## src/rtl/reg_writeback.sv

```systemverilog
// Writeback merge of single-cycle ALU results and buffered load results onto the
// register file write port, with a pending-load scoreboard and load anti-starvation.
`ifndef NUM_REGS
`define NUM_REGS 32
`endif
`ifndef XLEN
`define XLEN 32
`endif

module reg_writeback #(
  parameter int DEPTH      = 4,
  parameter int STARVE_MAX = 3
) (
  input  logic                         i_clk,
  input  logic                         i_rst,
  input  logic                         i_alu_valid,
  output logic                         o_alu_ready,
  input  logic [$clog2(`NUM_REGS)-1:0] i_alu_rd,
  input  logic [`XLEN-1:0]             i_alu_data,
  input  logic                         i_issue_valid,
  input  logic [$clog2(`NUM_REGS)-1:0] i_issue_rd,
  input  logic                         i_lsu_valid,
  output logic                         o_lsu_ready,
  input  logic [$clog2(`NUM_REGS)-1:0] i_lsu_rd,
  input  logic [`XLEN-1:0]             i_lsu_data,
  output logic                         o_we,
  output logic [$clog2(`NUM_REGS)-1:0] o_waddr,
  output logic [`XLEN-1:0]             o_wdata,
  output logic [`NUM_REGS-1:0]         o_pending
);

  localparam int RW = $clog2(`NUM_REGS);
  localparam int AW = $clog2(DEPTH);
  localparam logic [3:0] STARVE_LIM = 4'(STARVE_MAX);
  localparam logic [AW:0] PTR_ONE   = (AW+1)'(1);

  logic [RW-1:0]     fifo_rd   [DEPTH];
  logic [`XLEN-1:0]  fifo_data [DEPTH];
  logic [AW:0]       wr_ptr, rd_ptr;
  logic [3:0]        starve_cnt;

  logic              empty, full, force_load, alu_win, pop, push;
  logic [RW-1:0]     head_rd;
  logic [`XLEN-1:0]  head_data;
  logic [3:0]        starve_nxt;
  logic [`NUM_REGS-1:0] pending_nxt;

  // The extra pointer bit tells a full ring from an empty one.
  assign empty = (wr_ptr == rd_ptr);
  assign full  = (wr_ptr[AW] != rd_ptr[AW]) && (wr_ptr[AW-1:0] == rd_ptr[AW-1:0]);

  assign force_load  = (starve_cnt == STARVE_LIM) && !empty;
  assign o_alu_ready = !force_load;
  assign o_lsu_ready = !full;
  assign alu_win     = i_alu_valid && !force_load;
  assign pop         = !alu_win && !empty;
  // Loads to x0 complete the handshake but never occupy a slot.
  assign push        = i_lsu_valid && !full && (i_lsu_rd != '0);

  assign head_rd   = fifo_rd[rd_ptr[AW-1:0]];
  assign head_data = fifo_data[rd_ptr[AW-1:0]];

  always_comb begin
    // NOTE: every always_comb output gets a default first so no path can infer a latch.
    starve_nxt = starve_cnt;
    if (pop || empty)
      starve_nxt = '0;
    else if (alu_win && (starve_cnt != STARVE_LIM))
      starve_nxt = starve_cnt + 4'd1;
  end

  // Issue is applied after the pop clear so a same-cycle set wins.
  always_comb begin
    pending_nxt = o_pending;
    if (pop)
      pending_nxt[head_rd] = 1'b0;
    if (i_issue_valid)
      pending_nxt[i_issue_rd] = 1'b1;
    pending_nxt[0] = 1'b0;
  end

  // NOTE: the storage array is deliberately not reset; the pointers alone say which slots are valid.
  always_ff @(posedge i_clk) begin
    if (push) begin
      fifo_rd[wr_ptr[AW-1:0]]   <= i_lsu_rd;
      fifo_data[wr_ptr[AW-1:0]] <= i_lsu_data;
    end
  end

  always_ff @(posedge i_clk) begin
    // NOTE: sequential state uses non-blocking assignments so every flop samples pre-edge values.
    if (i_rst) begin
      wr_ptr     <= '0;
      rd_ptr     <= '0;
      starve_cnt <= '0;
      o_pending  <= '0;
      o_we       <= 1'b0;
      o_waddr    <= '0;
      o_wdata    <= '0;
    end else begin
      if (push)
        wr_ptr <= wr_ptr + PTR_ONE;
      if (pop)
        rd_ptr <= rd_ptr + PTR_ONE;
      starve_cnt <= starve_nxt;
      o_pending  <= pending_nxt;
      if (alu_win) begin
        o_we    <= (i_alu_rd != '0);
        o_waddr <= i_alu_rd;
        o_wdata <= i_alu_data;
      end else if (pop) begin
        o_we    <= 1'b1;
        o_waddr <= head_rd;
        o_wdata <= head_data;
      end else begin
        o_we    <= 1'b0;
      end
    end
  end

endmodule

```

## config.mk

```make
export PLATFORM = sky130hd
export DESIGN_NAME = reg_writeback
export DESIGN_NICKNAME = d
export VERILOG_FILES = /design/src/rtl/reg_writeback.sv
export SDC_FILE = /design/constraint.sdc
export NUM_CORES = 1
export LEC_CHECK = 0
export ABC_AREA = 1
export CELL_PAD_IN_SITES_DETAIL_PLACEMENT = 1
export CELL_PAD_IN_SITES_GLOBAL_PLACEMENT = 2
export CORE_ASPECT_RATIO = 2
export CORE_MARGIN = 2
export CORE_UTILIZATION = 34
export CTS_CLUSTER_SIZE = 16
export DETAILED_ROUTE_END_ITERATION = 8
export GPL_TIMING_DRIVEN = 0
export HOLD_SLACK_MARGIN = 0.03
export PLACE_DENSITY_LB_ADDON = 0.1
export SKIP_CTS_REPAIR_TIMING = 1
export SYNTH_ARGS = -nofsm -noshare
export SYNTH_HDL_FRONTEND = slang
export SYNTH_SLANG_ARGS = --single-unit
```

## constraint.sdc

```tcl
create_clock -name i_clk -period 3.68 [get_ports i_clk]
set_input_delay 0.552 -clock i_clk [delete_from_list [all_inputs] [get_ports i_clk]]
set_output_delay 0.552 -clock i_clk [all_outputs]
set_load 0.02 [all_outputs]
```

# Word-level counts from Yosys, hierarchy flattened
# Memories as Yosys holds them, arrays and structs flattened. A register that Yosys moved wholly into a read port is not among the register bits.
# Cells that the tools add are included.
# totals
in_bits,84
output_inout_bits,72
wordCells,61
memories,2
ram_bits,148
reg_bits,80
# classes
reduce_logical,18
addsub,3
n_bitwise,3
n_eq_ne,5
mux,18
magnitude_cmp,4
# mem_list
name,depth,width,read_ports,rd_clocked_by_memory_dff,write_ports,line,rtl
fifo_data,4,32,1,1,1,38,logic [`XLEN-1:0] fifo_data [DEPTH];
fifo_rd,4,5,1,1,1,37,logic [RW-1:0] fifo_rd [DEPTH];
# ops
operator,n
$mux W32,4
$and A32 B32 Y32,1
$not A32 Y32,1
$or A32 B32 Y32,1
$lt A5 B6 Y1 const B,2
$demux W1 S5,2
$ge A5 B1 Y1 const B,2
$mux W5,2
$reduce_bool A5 Y1,2
$logic_and A1 B1 Y1,9
$mux W2,4
$add A3 B1 Y3 const B,2
$mux W1,6
$add A4 B1 Y4 const B,1
$eq A4 B2 Y1 const B,1
$logic_not A1 Y1,4
$ne A4 B2 Y1 const B,1
$eq A3 B3 Y1,1
$eq A2 B2 Y1,1
$reduce_bool A2 Y1,1
$reduce_or A2 Y1,1
$logic_or A1 B1 Y1,1
$ne A1 B1 Y1,1

# Logic depth before layout (Yosys ltp)
# depth
word_depth,10
mapped_depth,11
mapped_depth_nobuf,11

# Least setup slack after synthesis
# OpenSTA, ideal clock, no wires.
# synth_timing
path_kind,register to register
start,register wr_ptr[0]
end,memory fifo_data[0][0] (netlist bit) (enable)
required_time_ns,3.249
path_slack_ns,0.559
path_stages_with_launch,7
arrival_ns,2.690
synth_period_minus_slack_ns,3.121
n_path_buf,0
setup_ns,0.431
cell_sequence,dfxtp_1 > inv_2 > nand2_1 > nand2_2 > nand4_1 > nand3_1 > nor2_1
# synth_via
elab_chain_len,7
# synth_rtl
element,line,rtl
start: declaration,39,"logic [AW:0] wr_ptr, rd_ptr;"
start signal: assignment,102,wr_ptr <= wr_ptr + PTR_ONE;
$eq A2 B2 Y1,50,assign full = (wr_ptr[AW] != rd_ptr[AW]) && (wr_ptr[AW-1:0] == rd_ptr[AW-1:0]);
$logic_and A1 B1 Y1,50,
$logic_not A1 Y1,-,
named net o_lsu_ready,23,"output logic o_lsu_ready,"
$logic_and A1 B1 Y1 (2 in a row),58,assign push = i_lsu_valid && !full && (i_lsu_rd != '0);
$mux W1,84,if (push) begin
$mux W1 (implied by the code),86,fifo_data[wr_ptr[AW-1:0]] <= i_lsu_data;
end: declaration,38,
# The timed path passes the listed nets, and every way through them passes these cells.

# Worst setup path after layout
# layout_timing
start,input port i_lsu_rd[2]
end,memory fifo_data[0][0] (netlist bit) (enable)
# layout_via
elab_chain_len,4
# layout_rtl
element,line,rtl
start: declaration,24,"input logic [$clog2(`NUM_REGS)-1:0] i_lsu_rd,"
$reduce_bool A5 Y1,58,
$logic_and A1 B1 Y1,58,
$mux W1,84,
$mux W1 (implied by the code),86,
# No other way between the ends.

==> flow_metrics.py <==
metrics = {
    "critical_path": {
        "r2r-end": "fifo_data[0][0]",
        "worstReg2RegStart": "wr_ptr[0]",
        "critPathKind": "in -> reg",
        "cp.arrival_ns": 2.89,
        "worstPathRequired_ns": 3.89,
        "crit_path_end_kind": "flop",
        "path_max_fanout": 24,
        "cp-startpoint": "i_lsu_rd[2]",
        "critPathLaunchType": "input pin",
        "reg2reg_depth": 7,
        "rrSetupSlack_ns": 1.10,
    },
    "job": {
        "max_cap_viol_count": 0,
    },
    "global_route": {
        "grt_pass1_vias": 7956,
        "grt_usage_pct": 21.69,
        "grt_first_pass_wirelength_um": 46350,
        "grt_overflow": 0,
        "grt_max_degree": 27,
        "antenna_found_initial": 0,
    },
    "sta": {
        "slew_headroom_pct": 38.87,
        "drv_slew": 0,
        "fin_hold_ws_ns": 0.4539,
        "finalCritPeriodShare_pct": 72.69,
        "finalClockSkew_ns": 0.01217,
        "worstMarginPinSlew_ns": 0.9136,
        "rsz0062_at_grt": "no",
        "hold_violations": 0,
        "finalSetupViolCount": 0,
        "fmax_ghz": 0.3738,
        "min_period_ns": 2.675,
    },
    "min_path": {
        "min_from": "starve_cnt[0]",
        "hold_path.class": "reg -> reg",
        "min_path_cells": 1,
        "hold_path_end": "starve_cnt[0]",
    },
    "logic_synthesis": {
        "yosysMostFrequentCell": "nand2_1",
        "syn_area_um2": 9190,
        "synth_top_area_share_pct": 48.36,
        "synth_area_leader_cell": "edfxtp_1",
        "netlist_instances": 888,
        "synth_cell_types": 31,
        "synth.top_cells.by_count": "227 x nand2_1, 148 x edfxtp_1, 83 x nor2_1, 81 x dfxtp_1, 73 x o21ai_0",
        "seq_area_frac_synth_pct": 66.00,
        "synth_top_flop_cell": "edfxtp_1",
        "syn_area_per_cell_um2": 10.35,
        "synth-async-reset-ratio_pct": 0,
        "synth-seq-cells": 229,
        "synth-edff-count": 148,
        "syn-num-nets": 978,
        "synth.area.top_cells": "edfxtp_1 48%, dfxtp_1 18%, nand2_1 9.3%",
        "ys_warn_count": 0,
    },
    "route": {
        "vias": 7208,
        "drcViolationCount": 0,
        "wl_um": 30500,
        "drtAntennaViolNets": 0,
        "drtIter0Drc": 301,
        "avgRoutedWirePerCell_um": 21.28,
        "vias_per_cell": 5.030,
        "drt_pass1_iterations": 4,
    },
    "clocking": {
        "clockRootBuffer": "clkbuf_16",
        "clk-insertion-delay-late_ns": 0.53,
        "cts_buffer_depth": 3,
        "cts_tree": "done",
        "htreeDepth": 1,
        "cts_sinks": 229,
        "path_clk_slew_ns": 0.07,
        "numCtsBuffers": 22,
    },
    "cells_and_area": {
        "antenna_cells": 0,
        "n_fill_cell": 3021,
        "nNetsFinal": 1159,
        "post-route-util_pct": 45.07,
        "area_growth_pct": 31.44,
        "drive_above_1_share_pct": 9.862,
    },
    "floorplanning": {
        "die_w_um": 120.3,
        "die_area_um2": 28440,
        "io-pin-count": 156,
        "initial_core_util_pct": 34.29,
        "core_area_um2": 26800,
        "fp.dieH_um": 236.5,
        "rows": 85,
    },
    "pwr": {
        "total_power_mw": 6.751,
        "ir_worst_vdd_mv": 0.3779,
        "powerDensity_nw_per_um2": 558.9,
        "p_leak_nw": 4.229,
    },
    "outcome": {
        "outcome": "finished, final reports clean",
    },
    "place": {
        "portBuffers": 153,
        "hpwl_um": 22620,
        "routabilityCongestion": 0.7906,
    },
}
[worst max path at each step]
stage | end | depth (start not counted) | slack, ns
after floorplan | fifo_data[0][0] | 6 | 0.56
after global placement | fifo_data[0][23] | 5 | -1.86
after detailed placement | fifo_data[0][29] | 6 | 0.43
after CTS | o_alu_ready | 6 | 0.98
after global routing | fifo_data[0][0] | 6 | 0.86
final | fifo_data[0][0] | 6 | 1.01
[cell families after synthesis]
family | count (synthesis) | share of synthesized area [%]
AO/OA/AOI/OAI | 182 | 10.84
XOR/XNOR | 1 | 0.09532
adder cells (fa/ha/maj) | 6 | 0.8169
buffers and inverters | 76 | 4.221
flip-flops | 229 | 66.00
other | 1 | 0.04080
AND/OR/NAND/NOR | 393 | 17.99
[cell type report]
| cell class | instances | area, µm² | area share, % |
|---|---|---|---|
| timing repair buffer | 157 | 1612 | 13.34 |
| clock inverter | 15 | 214.0 | 1.771 |
| inverter | 31 | 126.4 | 1.046 |
| tap | 348 | 435.4 | 3.605 |
| multi-input combinational | 583 | 2771 | 22.94 |
| clock buffer | 25 | 593.1 | 4.910 |
| buffer | 45 | 261.5 | 2.165 |
| sequential | 229 | 6066 | 50.22 |
[critical path, cell delays in order]
cell	delay (ns)
clkdlybuf4s50_1	0.57
nor3_1	0.12
nand2_1	0.21
nand3_1	0.47
nor2_4	0.64
buf_12	0.29
[per-layer routing]
metal	share of wire (%)	global-route usage (%)	wire, µm	vias up
met4	5.9	12.23	1792	0
met5	0	0	0	-
met2	56	42.89	17000	216
met3	4.4	3.276	1349	78
met1	34	20.48	10350	3474
li1	-	-	-	3440
[cell usage in the layout, fill, tap and decap left out, drive strengths merged, types with 12 or more instances in the layout]
cell | synthesis | final
a21oi | 47 | 47
a31oi | 27 | 27
buf | 27 | 31
clkbuf | 18 | 43
clkdlybuf4s50 | 0 | 153
dfxtp | 81 | 81
edfxtp | 148 | 148
inv | 31 | 33
nand2 | 237 | 237
nand3 | 49 | 49
nor2 | 93 | 93
nor3 | 12 | 12
o21ai | 76 | 76
o22ai | 32 | 32
[stage by stage]
stage               instance area [µm²]  setup WS [ns]  instances  TNS, ns
global route                      12080         0.8630       1433        0
detailed placement                11270         0.4286       1393        0
CTS                               12080         0.9760       1433        0
floorplan                          9190         0.5590        888        0
global placement                  11160         -1.858       1389  -252.85
finish                            12080          1.005       1433        0
[power breakdown]
group / switching [mW] / internal [mW]
clock: 1.03 / 1.52
sequential: 0.0627 / 2.89
combinational: 0.828 / 0.419
total: 1.92 / 4.83
[flip-flops by register name, summed over array words and instances (netlist names), named ones only]
name,count
rd_ptr,3
o_wdata,32
wr_ptr,3
fifo_data,128
o_pending,31
fifo_rd,20
o_waddr,5
starve_cnt,4
o_we,1
(Power assumes the default switching activity.)
